File: config.mk
export PLATFORM = sky130hd
export DESIGN_NAME = gauss_filter_sched
export DESIGN_NICKNAME = d
export VERILOG_FILES = /design/src/rtl/gauss_sched_pkg.sv /design/src/rtl/gauss_sched_rr.sv /design/src/rtl/gauss_filter_sched.sv
export SDC_FILE = /design/constraint.sdc
export NUM_CORES = 1
export LEC_CHECK = 0
export BUFFER_PORTS_ARGS = -buffer_cell sky130_fd_sc_hd__buf_2
export CORE_MARGIN = 2
export CORE_UTILIZATION = 48
export CTS_CLUSTER_DIAMETER = 30
export DETAILED_ROUTE_END_ITERATION = 10
export PLACE_DENSITY_LB_ADDON = 0.05
export SLEW_MARGIN = 30
export SYNTH_ARGS = -nofsm -noshare
export SYNTH_HDL_FRONTEND = slang
export SYNTH_SLANG_ARGS = --single-unit
export TNS_END_PERCENT = 5
File: constraint.sdc
create_clock -name i_clk -period 4.55 [get_ports i_clk]
set_clock_uncertainty 0.05 [all_clocks]
set_input_delay 0.455 -clock i_clk [delete_from_list [all_inputs] [get_ports i_clk]]
set_output_delay 0.455 -clock i_clk [all_outputs]
set_load 0.02 [all_outputs]
File: src/rtl/gauss_sched_pkg.sv
// rtl/gauss_sched_pkg.sv - shared types and constants for the GaussFilter frame scheduler
package gauss_sched_pkg;
  localparam int RGB_W = 24;
  localparam int LEN_W = 17;
  localparam int NREQ  = 2;

  typedef logic [RGB_W-1:0] rgb_t;
  typedef logic [LEN_W-1:0] len_t;

  typedef enum logic [1:0] {IDLE, STREAM, DRAIN, DONE} state_e;
endpackage

File: src/rtl/gauss_sched_rr.sv
// rtl/gauss_sched_rr.sv - 2-way round-robin picker; the requester after the last grant wins ties
module gauss_sched_rr
  import gauss_sched_pkg::*;
(
  input  logic [NREQ-1:0] i_req,
  input  logic            i_last,
  output logic [NREQ-1:0] o_pick,
  output logic            o_any
);

  always_comb begin
    o_pick = '0;
    if (i_last) begin
      if (i_req[0])      o_pick = 2'b01;
      else if (i_req[1]) o_pick = 2'b10;
    end else begin
      if (i_req[1])      o_pick = 2'b10;
      else if (i_req[0]) o_pick = 2'b01;
    end
  end

  assign o_any = |i_req;

endmodule

File: src/rtl/gauss_filter_sched.sv
// rtl/gauss_filter_sched.sv - frame-granular round-robin share of one GaussFilter between two pixel streams
module gauss_filter_sched #(
  parameter int LEN_W = 17,
  parameter int RGB_W = 24
) (
  input  logic               i_clk,
  input  logic               i_rst,
  input  logic [1:0]         i_req,
  input  logic [2*LEN_W-1:0] i_len,
  output logic [1:0]         o_gnt,
  output logic [1:0]         o_done,
  input  logic [1:0]         i_src_vld,
  input  logic [2*RGB_W-1:0] i_src_data,
  output logic [1:0]         o_src_busy,
  output logic [1:0]         o_dst_vld,
  output logic [RGB_W-1:0]   o_dst_data,
  input  logic [1:0]         i_dst_busy,
  output logic               o_flt_vld,
  output logic [RGB_W-1:0]   o_flt_data,
  input  logic               i_flt_busy,
  input  logic               i_flt_vld,
  input  logic [RGB_W-1:0]   i_flt_data,
  output logic               o_flt_busy,
  output logic               o_overrun
);
  import gauss_sched_pkg::*;

  state_e           state_q;
  logic [1:0]       gnt_q;
  logic [1:0]       done_q;
  logic             own_q;
  logic             last_q;
  logic             overrun_q;
  logic [LEN_W-1:0] in_rem_q;
  logic [LEN_W-1:0] out_rem_q;
  logic [LEN_W-1:0] in_rem_d;
  logic [LEN_W-1:0] out_rem_d;

  logic [1:0]       pick;
  logic             any_req;
  logic [LEN_W-1:0] len_pick;
  logic             in_open;
  logic             routing;
  logic             in_acc;
  logic             out_acc;
  logic             stray;

  gauss_sched_rr u_rr (
    .i_req  (i_req),
    .i_last (last_q),
    .o_pick (pick),
    .o_any  (any_req)
  );

  assign len_pick = pick[1] ? i_len[2*LEN_W-1:LEN_W] : i_len[LEN_W-1:0];

  // Input side closes as soon as in_rem hits zero; output side stays open while results are owed.
  assign in_open = (state_q == STREAM) && (in_rem_q != '0);
  assign routing = ((state_q == STREAM) || (state_q == DRAIN)) && (out_rem_q != '0);

  always_comb begin
    o_src_busy = 2'b11;
    o_dst_vld  = 2'b00;
    o_flt_vld  = in_open & i_src_vld[own_q];
    o_flt_data = own_q ? i_src_data[2*RGB_W-1:RGB_W] : i_src_data[RGB_W-1:0];
    o_flt_busy = routing & i_dst_busy[own_q];
    o_dst_data = i_flt_data;
    if (in_open) o_src_busy[own_q] = i_flt_busy;
    if (routing) o_dst_vld[own_q]  = i_flt_vld;
  end

  assign in_acc    = o_flt_vld & ~i_flt_busy;
  assign out_acc   = routing & i_flt_vld & ~i_dst_busy[own_q];
  assign stray     = i_flt_vld & ~routing;
  assign in_rem_d  = in_acc  ? in_rem_q  - LEN_W'(1) : in_rem_q;
  assign out_rem_d = out_acc ? out_rem_q - LEN_W'(1) : out_rem_q;

  always_ff @(posedge i_clk or negedge i_rst) begin
    if (!i_rst) begin
      state_q   <= IDLE;
      gnt_q     <= '0;
      done_q    <= '0;
      own_q     <= 1'b0;
      last_q    <= 1'b1;
      overrun_q <= 1'b0;
      in_rem_q  <= '0;
      out_rem_q <= '0;
    end else begin
      done_q    <= '0;
      in_rem_q  <= in_rem_d;
      out_rem_q <= out_rem_d;
      if (stray) overrun_q <= 1'b1;
      case (state_q)
        IDLE: begin
          if (any_req) begin
            own_q     <= pick[1];
            in_rem_q  <= len_pick;
            out_rem_q <= len_pick;
            if (len_pick != '0) begin
              state_q <= STREAM;
              gnt_q   <= pick;
            end else begin
              state_q <= DONE;
            end
          end
        end
        STREAM: begin
          if (in_rem_d == '0) begin
            if (out_rem_d == '0) begin
              state_q <= DONE;
              gnt_q   <= '0;
            end else begin
              state_q <= DRAIN;
            end
          end
        end
        DRAIN: begin
          if (out_rem_d == '0) begin
            state_q <= DONE;
            gnt_q   <= '0;
          end
        end
        DONE: begin
          done_q  <= own_q ? 2'b10 : 2'b01;
          last_q  <= own_q;
          state_q <= IDLE;
        end
        default: state_q <= IDLE;
      endcase
    end
  end

  assign o_gnt     = gnt_q;
  assign o_done    = done_q;
  assign o_overrun = overrun_q;

endmodule

==> run metrics, run 1 <==
CTS root buffer=clkbuf_8; Layout area overhead=17.8%; fraction of synthesized area in multiplexers=9.47%; power per cell area=584 nW/um^2; CTS tree=yes; buffer and inverter count on the worst path=0; DP Worst Slack=0.911 ns; Leakage=1.86 nW; post-route ant nets=0; Syn Area/Cell=8.59 um^2; Non-Filler Instances=628; max_slew headroom=48.9%; Initial Util=48.7%; Final Hold Fails=0; mapped cell area=3700 um^2; Post-DP HPWL=8790 um; DIE WIDTH=91.8 um; Top delay family on crit path=simple AND/OR/NAND/NOR gates; area share of fa/ha/maj cells after synthesis=3.38%; Synth area leader=dfrtp_1; Vias/cell=5.67; Syn Nets=557; placed instance area=4240 um^2; clk buf depth=2; GRT Util Overall=26.0%; Area contributors post-synth=dfrtp_1, mux2_2, a21boi_0; crit path cell chain=or4_4 > or3_1 > o21ai_2 > and3_2 > o21ai_0 > or4_4 > a211o_1 > mux2_4; maximum vdd drop=0.406 mV; flop-to-flop setup slack=0.84 ns; total CTS buffers=5; drt drc=0; f_max=269 MHz; first-pass GRT wire length=17300 um; slowest CP cell=or4_4; DRT iter0 DRCs=200; postcts setup bufs=0; Critical Path End Type=flip-flop; initial antenna violation count=0; compound-cell area share of the yosys netlist=14.0%; number of H-tree levels=2; crit start category=flip-flop; main combinational cell family by area after synthesis=simple AND/OR/NAND/NOR gates; post-synth top area share=28.4%; Via Count=3559; Reg2Reg Launch Point=out_rem_q[4]; Port Buffers=126; CP max stage delay=0.59 ns; final period utilization=81.6%; Core Util, Final=57.3%; min setup slack post-route=0.839 ns; Overflow after GRT=0; status=complete, no violations; Hold Buf Count CTS=0; xor-xnor portion of the synthesized cell area=7.10%; Final Critical Period=3.71 ns; final instance area=4360 um^2; layout cells sized above 1=35.7%; Post-synth ARST share=100%; row count=32; Worst R2R Path Depth=8; vias in the first global route=3432; post-synthesis simple-gate area fraction=28.6%; Worst Hold Class=in -> async; critical setup path kind=reg -> reg; cell mode on critical path=or4_4; Post-Route WL=11000 um; drt first pass iters=5; setup TNS=0 ns; Setup Viol. Count Final=0; number of synthesized flops with an enable pin=0; Die H=91.8 um; die area=8430 um^2; R2R Path End=o_gnt[0]; CTS resizes=0; worst slew pin tran=0.766 ns; I/O pin total=175; WL/cell=17.5 um; crit-path max FO=14; clk slew on worst S/H paths=0.09 ns; required time worst endpoint=4.69 ns; RSZ-0062 raised after global routing=no; Post-Synthesis Cells=431; clk_lat worst skew=0.30 ns; Core Box Area=7610 um^2; Post-synth top flop=dfrtp_1; #FFs+latches synth=43; placed cells=620; post-synthesis sequential area ratio=29.1%; max-cap violations=0; largest net degree at the start of global routing=33; Yosys cell types=63; Critical Path AT=3.85 ns; Nets=651; Slew Viols, Final=0; clock sinks=43; ant diodes=0; Final Wtd Congestion=0.919; Ys Warns=0
==> cells by family after synthesis <==
logic type      count (synthesis)
fa+ha+maj                      10
flops                          43
compound gates                 69
mux                            31
buf+inv                        54
xor+xnor                       30
simple gates                  194
==> sequential cells by signal, summed over array words and instances (netlist names) <==
signal     cells
last_q         1
state_q        2
own_q          1
o_gnt          2
out_rem_q     17
o_overrun      1
in_rem_q      17
o_done         2
==> cell usage in the layout (no fill, tap or decap), types with 2 or more instances in the layout <==
cell type,synthesis,routed
o21bai_1,2,2
o21ai_0,8,7
or3_1,4,4
dfrtp_1,42,42
a41oi_1,2,2
nand4_1,9,9
or2_2,4,4
and4_1,3,3
clkbuf_8,0,6
nor2_1,21,21
nor3b_1,4,4
mux2i_1,2,2
nand2_1,55,55
a21o_1,2,2
nor4_1,22,22
a21oi_1,4,4
a31oi_1,3,3
mux2_2,28,28
xor2_1,14,14
inv_1,10,10
xnor2_1,16,16
and2_1,4,4
buf_4,25,4
nor3_1,13,13
o21a_1,2,2
o41a_2,2,2
nor2b_1,4,4
and2_2,2,2
nand3_1,22,22
and4b_1,2,2
nand4b_1,3,3
ha_1,10,10
nor4b_1,5,5
buf_2,1,126
a211oi_1,2,2
or4_4,2,2
or4_1,2,2
a21boi_0,31,31
nand3b_1,5,5
==> layout make-up <==
type	instances	area, um^2
fillers	730	3250
multi-input cells	334	2320
flip-flops and latches	43	1080
repair buffers	131	681
well taps	102	128
clock buffers	6	82.6
clock inverters	2	38.8
inverters	10	37.5
==> layer usage <==
metal	wire length [um]	GRT usage, %	vias up
li1	-	-	1726
met1	4850	33.8	1666
met2	5060	44.4	155
met3	859	4.68	12
met4	200	7.09	0
met5	0	0	-
==> cell usage after synthesis, drive strengths merged (3+ instances only) <==
| cell type | n |
|---|---|
| nand4 | 10 |
| mux2 | 29 |
| nand4b | 3 |
| nor2b | 4 |
| and4 | 3 |
| nor3b | 4 |
| nor4 | 22 |
| or2 | 4 |
| buf | 30 |
| a31oi | 3 |
| nand2 | 55 |
| nand3b | 5 |
| nor3 | 13 |
| clkbuf | 14 |
| nor2 | 21 |
| xor2 | 14 |
| inv | 10 |
| ha | 10 |
| nor4b | 5 |
| o41a | 3 |
| or4 | 5 |
| a21o | 3 |
| a21oi | 4 |
| and2 | 6 |
| nand3 | 22 |
| dfrtp | 42 |
| xnor2 | 16 |
| a21boi | 31 |
| or3 | 5 |
| o21ai | 9 |
==> power by group <==
group	total (mW)	internal [mW]	switching, mW
Sequential	0.834	0.574	0.261
Combinational	1.39	0.607	0.780
Clock	0.323	0.181	0.142
==> worst max path at each step <==
| stage | startpoint | end | slack, ns | cells past startpoint |
|---|---|---|---|---|
| 2_1_floorplan | out_rem_q[4] | o_gnt[0] | 1.27 | 10 |
| 3_3_place_gp | out_rem_q[4] | o_gnt[0] | 0.96 | 8 |
| 3_5_place_dp | out_rem_q[4] | o_gnt[0] | 0.91 | 8 |
| 4_1_cts | out_rem_q[4] | o_gnt[0] | 0.89 | 8 |
| 5_1_grt | out_rem_q[0] | o_gnt[0] | 0.60 | 10 |
| 6_report | out_rem_q[4] | o_gnt[0] | 0.84 | 8 |
==> worst reg2reg max path, cell delays in order, from the launching register on <==
cell and delay (ns):
dfrtp_1 0.45, or4_4 0.59, or3_1 0.44, o21ai_2 0.53
and3_2 0.28, o21ai_0 0.11, or4_4 0.51, a211o_1 0.34
mux2_4 0.30
==> per-stage QoR <==
| stage | power (mW) | hold slack [ns] |
|---|---|---|
| after floorplan | 1.84 | 0.109 |
| after global placement | 2.20 | 0.393 |
| after detailed placement | 2.22 | 0.381 |
| after CTS | 2.55 | 0.0529 |
| after global routing | 2.74 | 0.0766 |
| final | 2.55 | 0.0397 |
No activity file was read; power rests on OpenSTA's default activity.
==> inputs of run 2 (changes only) <==
- clock period: 4.55 -> 3.5 ns (I/O delays scaled with it)
==> run 2 against run 1 <==
Against the previous run: the flow now finishes with violations (negative hold slack); final cell count up 2.2%; sequential cell count stayed put; die area unchanged; combinational power increased by 42%; critical path type unchanged; utilization rose by 1.0 points; design area increased by 1.8%; largest cell class unchanged; power up 31%.
==> run metrics, run 2 (same netlist as run 1, synthesis figures left out) <==
status=complete, but fails checks; failing checks=negative hold slack; row count=32 (unchanged); f_max=292 MHz (+8.5%); max_slew headroom=43.0% (-5.9 points); post-route ant nets=0 (unchanged); CTS tree=yes; Leakage=1.91 nW (+2.4%); Final Wtd Congestion=0.918 (about the same); I/O pin total=175 (unchanged); Top delay family on crit path=simple AND/OR/NAND/NOR gates; CTS root buffer=clkbuf_8; critical setup path kind=reg -> reg; Post-DP HPWL=9220 um (+4.9%); CP startpoint=out_rem_q[5]; Setup Viol. Count Final=0 (unchanged); biggest regs=in_rem_q (17), out_rem_q (17); Reg2Reg Launch Point=out_rem_q[5]; Layout area overhead=20.0%; max-cap violations=0 (unchanged); required time worst endpoint=3.63 ns (-1.06 ns); crit-path max FO=9 (-5); drt first pass iters=4 (-1); Fillers=730 (unchanged); drt drc=0 (unchanged); crit start category=flip-flop; buffer and inverter count on the worst path=1 (+1); Critical Path AT=3.56 ns (-0.29 ns); Combinational Power Share=58.9% (+4.4 points); vias in the first global route=3525 (+2.7%); DRT iter0 DRCs=165 (-18%); maximum vdd drop=0.413 mV (+1.7%); Reg power frac=31.7% (-1.1 points); WL/cell=17.8 um (+2.1%); Die H=91.8 um (unchanged); most frequent cells in the layout=buf_2, nand2_1, dfrtp_1; DIE WIDTH=91.8 um (unchanged); postcts setup bufs=0 (unchanged); clk buf depth=2 (unchanged); Final Hold Fails=7 (+7); slowest CP cell=or4_4; Switching Share=47.3% (+0.78 points); Critical Path Stages=9 (+1); ant diodes=0 (unchanged); Nets=665 (+2.2%); CP max stage delay=0.55 ns (-0.04 ns); flop-to-flop setup slack=0.08 ns (-0.76 ns); Via Count=3662 (+2.9%); Sw Pwr=1.58 mW (+33%); Initial Util=48.7% (unchanged); largest net degree at the start of global routing=44 (+33%); GRT Util Overall=26.4% (+0.45 points); die area=8430 um^2 (unchanged); worst slew pin tran=0.850 ns (+0.0833 ns); Critical Path End Type=flip-flop; clock sinks=43 (unchanged); final period utilization=97.7% (+16 points); Core Box Area=7610 um^2 (unchanged); Min Hold Slack=-0.0112 ns (-0.0509 ns); layout cells sized above 1=38.0% (+2.2 points); clock share of power=9.4% (-3.3 points); total power=3.34 mW (+31%); crit path cell chain=or4_4 > or3_1 > o21ai_4 > buf_4 > a211o_2 > o21ai_0 > or4_4 > a211o_1 > mux2_4; Overflow after GRT=0 (unchanged); first-pass GRT wire length=17500 um (+0.96%); power per cell area=752 nW/um^2 (+29%); number of H-tree levels=2 (unchanged); CP endpoint=o_gnt[0]; Post-Route WL=11500 um (+4.4%); cell mode on critical path=or4_4; total CTS buffers=5 (unchanged); Worst R2R Path Depth=9 (+1); Final Critical Period=3.42 ns (-0.290 ns); Worst Hold Class=in -> async; P_int=1.76 mW (+29%); most common cell after layout, fill and taps aside=buf_2; Port Buffers=126 (unchanged); R2R Path End=o_gnt[0]; Slew Viols, Final=0 (unchanged); Vias/cell=5.70 (+0.65%); setup TNS=0 ns (unchanged); clk_lat worst skew=0.29 ns (about the same); initial antenna violation count=0 (unchanged); clk slew on worst S/H paths=0.08 ns (about the same)
-- run 2: changes by cell type in the layout (fill, tap and decap cells not counted), sizes merged --
cell,previous run,this run
buf,131,145
clkinvlp,0,1
bufinv,1,0
inv,11,10
clkinv,0,1
-- run 2: worst reg2reg max path, stage by stage (launching register included) --
cell	delay [ns]
dfrtp_1	0.44
or4_4	0.55
or3_1	0.46
o21ai_4	0.27
buf_4	0.20
a211o_2	0.13
o21ai_0	0.12
or4_4	0.45
a211o_1	0.35
mux2_4	0.31
-- run 2: final cells by class --
class	instances	area, um^2	area share [%]
multi-input cells	334	2330	52.6
flip-flops and latches	43	1080	24.3
repair buffers	145	776	17.5
well taps	102	128	2.87
clock buffers	6	72.6	1.63
inverters	10	37.5	0.845
clock inverters	2	12.5	0.282
-- run 2: what timing repair did --
action / in CTS / in global routing
hold endpoints to repair: 0 / 0
hold buffers: 0 / 0
endpoints found under the setup margin: 0 / 2
gates resized for setup: 0 / 5
-- run 2: metrics by stage --
step | hold WS (ns) | utilization (%) | worst slack [ns] | area [um^2] | cells
2_1_floorplan | 0.00441 | - | 0.218 | 3700 | 431
3_3_place_gp | 0.385 | 57.0 | 0.199 | 4330 | 634
3_5_place_dp | 0.336 | 57.0 | 0.0823 | 4340 | 634
4_1_cts | 0.0171 | 58.1 | 0.0709 | 4420 | 642
5_1_grt | 0.0233 | 58.4 | -0.0104 | 4440 | 642
6_report | -0.0112 | 58.4 | 0.0790 | 4440 | 642
-- run 2: power by group through the flow --
stage / combinational (mW) / clock [mW] / sequential [mW]
2_1_floorplan: 1.41 / 0 / 0.979
3_3_place_gp: 1.93 / 0 / 1.05
3_5_place_dp: 1.95 / 0 / 1.06
4_1_cts: 1.96 / 0.322 / 1.05
5_1_grt: 2.16 / 0.342 / 1.10
6_report: 1.97 / 0.314 / 1.06
-- run 2: worst min-delay path by stage --
| stage | from | end | slack [ns] | cells past startpoint |
|---|---|---|---|---|
| 3_3_place_gp | o_overrun | o_overrun | 0.38 | 1 |
| 4_1_cts | i_rst | o_done[0] | 0.02 | 1 |
| 2_1_floorplan | i_rst | in_rem_q[0] | 0.004 | 0 |
| 5_1_grt | i_rst | o_done[0] | 0.02 | 1 |
| 3_5_place_dp | i_rst | o_done[0] | 0.34 | 1 |
| 6_report | i_rst | o_done[0] | -0.01 | 1 |
-- run 2: per-layer routing --
| metal | vias up | wire length (um) | track usage [%] |
|---|---|---|---|
| met5 | - | 0 | 0 |
| met4 | 0 | 272 | 8.83 |
| met3 | 20 | 984 | 4.19 |
| met2 | 169 | 5330 | 45.0 |
| met1 | 1721 | 4870 | 34.2 |
| li1 | 1752 | - | - |
==> inputs of run 3 (changes only) <==
- ABC_AREA: not set -> 1
==> run 3 against run 2 <==
Against the previous run: the run still ends with negative hold slack left; sequential power shrank 4%; critical path depth up 6; clock power rose by 9.2%; via count up 12%; largest power group unchanged.
==> run metrics, run 3 <==
status=complete, but fails checks; failing checks=negative hold slack; #FFs+latches synth=43 (unchanged); Port Buffers=126 (unchanged); Post-DP HPWL=9380 um (+1.7%); post-route ant nets=0 (unchanged); critical setup path kind=reg -> reg; Initial Util=49.9% (+1.2 points); initial antenna violation count=0 (unchanged); Critical Path End Type=flip-flop; Final Hold Fails=2 (-5); RSZ-0062 raised after global routing=no; worst slew pin tran=0.798 ns (-0.0517 ns); post-synth top area share=27.0% (-1.4 points); number of H-tree levels=2 (unchanged); most common cell in the netlist=nand2_1; Slew Viols, Final=0 (unchanged); first-pass GRT wire length=18400 um (+4.9%); Post-Synthesis Cells=635 (+47%); Core Util, Final=57.6% (-0.73 points); setup TNS=0 ns (unchanged); clock share of power=9.5% (about the same); die area=8850 um^2 (+5.0%); most common cell after layout, fill and taps aside=nand2_1; I/O pin total=175 (unchanged); Core Box Area=7810 um^2 (+2.6%); CTS tree=yes; Switching Share=53.0% (+5.7 points); layout cells sized above 1=21.5% (-16 points); Via Count=4114 (+12%); clk slew on worst S/H paths=0.09 ns (about the same); Leakage=2.50 nW (+31%); mapped cell area=3890 um^2 (+5.2%); Die H=94.1 um (+2.5%); clock sinks=43 (unchanged); Worst R2R Path Depth=15 (+6); most frequent cells in the layout=nand2_1, buf_2, nor2_1; DIE WIDTH=94.1 um (+2.5%); row count=32 (unchanged); GRT Util Overall=26.7% (+0.23 points); required time worst endpoint=3.65 ns (+0.02 ns); post-synthesis sequential area ratio=27.7% (-1.4 points); Nets=856 (+29%); drt drc=0 (unchanged); drt first pass iters=5 (+1); ant diodes=0 (unchanged); Syn Nets=761 (+37%); number of synthesized flops with an enable pin=0 (unchanged); Reg power frac=28.4% (-3.3 points); crit-path max FO=26 (+17); Overflow after GRT=0 (unchanged); P_int=1.70 mW (-3.7%); WL/cell=13.8 um (-23%); clk buf depth=2 (unchanged); Fillers=818 (+12%); Hold Buf Count CTS=0 (unchanged); Combinational Power Share=62.1% (+3.2 points); Post-Route WL=11500 um (about the same); Yosys cell types=38 (-40%); DRT iter0 DRCs=171 (+3.6%); Commonest cells post-synth=nand2_1, nor2_1, inv_1; Area contributors post-synth=dfrtp_1, nand2_1, nor2_1; postcts setup bufs=0 (unchanged); biggest regs=in_rem_q (17), out_rem_q (17); Final Critical Period=2.87 ns (-0.552 ns); Min Hold Slack=-0.000890 ns (+0.0104 ns); final period utilization=82.0% (-16 points); max_slew headroom=46.6% (+3.6 points); f_max=349 MHz (+19%); maximum vdd drop=0.392 mV (-5.0%); Sw Pwr=1.91 mW (+21%); Worst Hold Class=in -> async; Setup Viol. Count Final=0 (unchanged); Final Wtd Congestion=0.951 (+3.6%); clk_lat worst skew=0.30 ns (about the same); crit start category=flip-flop; Syn Area/Cell=6.13 um^2 (-29%); total CTS buffers=5 (unchanged); max-cap violations=0 (unchanged); power per cell area=801 nW/um^2 (+6.5%); Critical Path AT=3.02 ns (-0.54 ns); Synth area leader=dfrtp_1; vias in the first global route=3981 (+13%); Vias/cell=4.94 (-13%); CTS root buffer=clkbuf_8; Post-synth ARST share=100% (unchanged); CTS resizes=0 (unchanged); Post-synth top flop=dfrtp_1; Layout area overhead=15.5%; Ys Warns=0 (unchanged); largest net degree at the start of global routing=44 (unchanged)
run 3: per-layer routing:
layer	global-route usage (%)	routed length, um
met5	0	0
met4	9.78	328
met3	4.09	751
met2	45.7	5380
met1	33.8	5010
run 3: power by group through the flow:
stage / logic [mW] / registers (mW) / clock network (mW)
finish: 2.24 / 1.02 / 0.343
CTS: 2.25 / 1.02 / 0.349
detailed placement: 2.24 / 1.03 / 0
global route: 2.57 / 1.06 / 0.369
global placement: 2.20 / 1.03 / 0
floorplan: 1.72 / 0.965 / 0
run 3: cell type report:
type                       count  area, um^2  share of cell area, %
clock buffer                   7        86.3                   1.92
clock inverter                 1        8.76                  0.195
inverter                      60         225                   5.00
multi-input combinational    490        2310                   51.4
sequential                    43        1080                   23.9
tap                          102         128                   2.84
timing repair buffer         130         663                   14.7
run 3: cell families (layout without fill, tap and decap cells):
kind of cell	after synthesis	in the layout	synth area share, %
and+or+nand+nor	398	398	41.6
DFF	43	43	27.7
buffers and inverters	102	198	13.0
adders and majority gates	10	10	3.21
AOI/OAI and AO/OA	51	51	7.45
xor gates and xnor gates	28	28	6.30
muxes	3	3	0.771
run 3: through the flow:
| step | total power, mW | hold WS (ns) | instances | cell area (um^2) | setup WS [ns] |
|---|---|---|---|---|---|
| finish | 3.60 | -0.000890 | 833 | 4500 | 0.631 |
| global route | 4.00 | 0.0278 | 833 | 4500 | 0.274 |
| CTS | 3.62 | 0.00542 | 833 | 4500 | 0.661 |
| detailed placement | 3.27 | 0.341 | 825 | 4410 | 0.669 |
| global placement | 3.22 | 0.388 | 825 | 4400 | 0.730 |
| floorplan | 2.68 | 0.00441 | 635 | 3890 | 1.28 |
run 3: worst max-delay path: stages, from the launching register on:
cell and delay, ns:
dfrtp_1 0.40, inv_2 0.08, buf_4 0.26, nand2_1 0.08, nand2_1 0.13, nand3_2 0.09
nor2_1 0.62, o21ai_1 0.15, nor2_1 0.12, nand2_1 0.07, nor2_1 0.12, nand3_1 0.11
a21oi_1 0.24, nand2_1 0.12, nand2_1 0.07, nand2_1 0.04
run 3: path summary, 6_finish.rpt:
check | from | to | slack (ns)
worst max-delay path | own_q | o_gnt[1] | 0.63
worst min-delay path | i_rst | out_rem_q[1] | -0.0009
worst max register to register | own_q | o_gnt[1] | 0.63
worst min register to register | o_overrun | o_overrun | 0.41
max in group asynchronous | i_rst | in_rem_q[0] | 3.01
min in group i_clk | i_flt_vld | o_overrun | 0.25
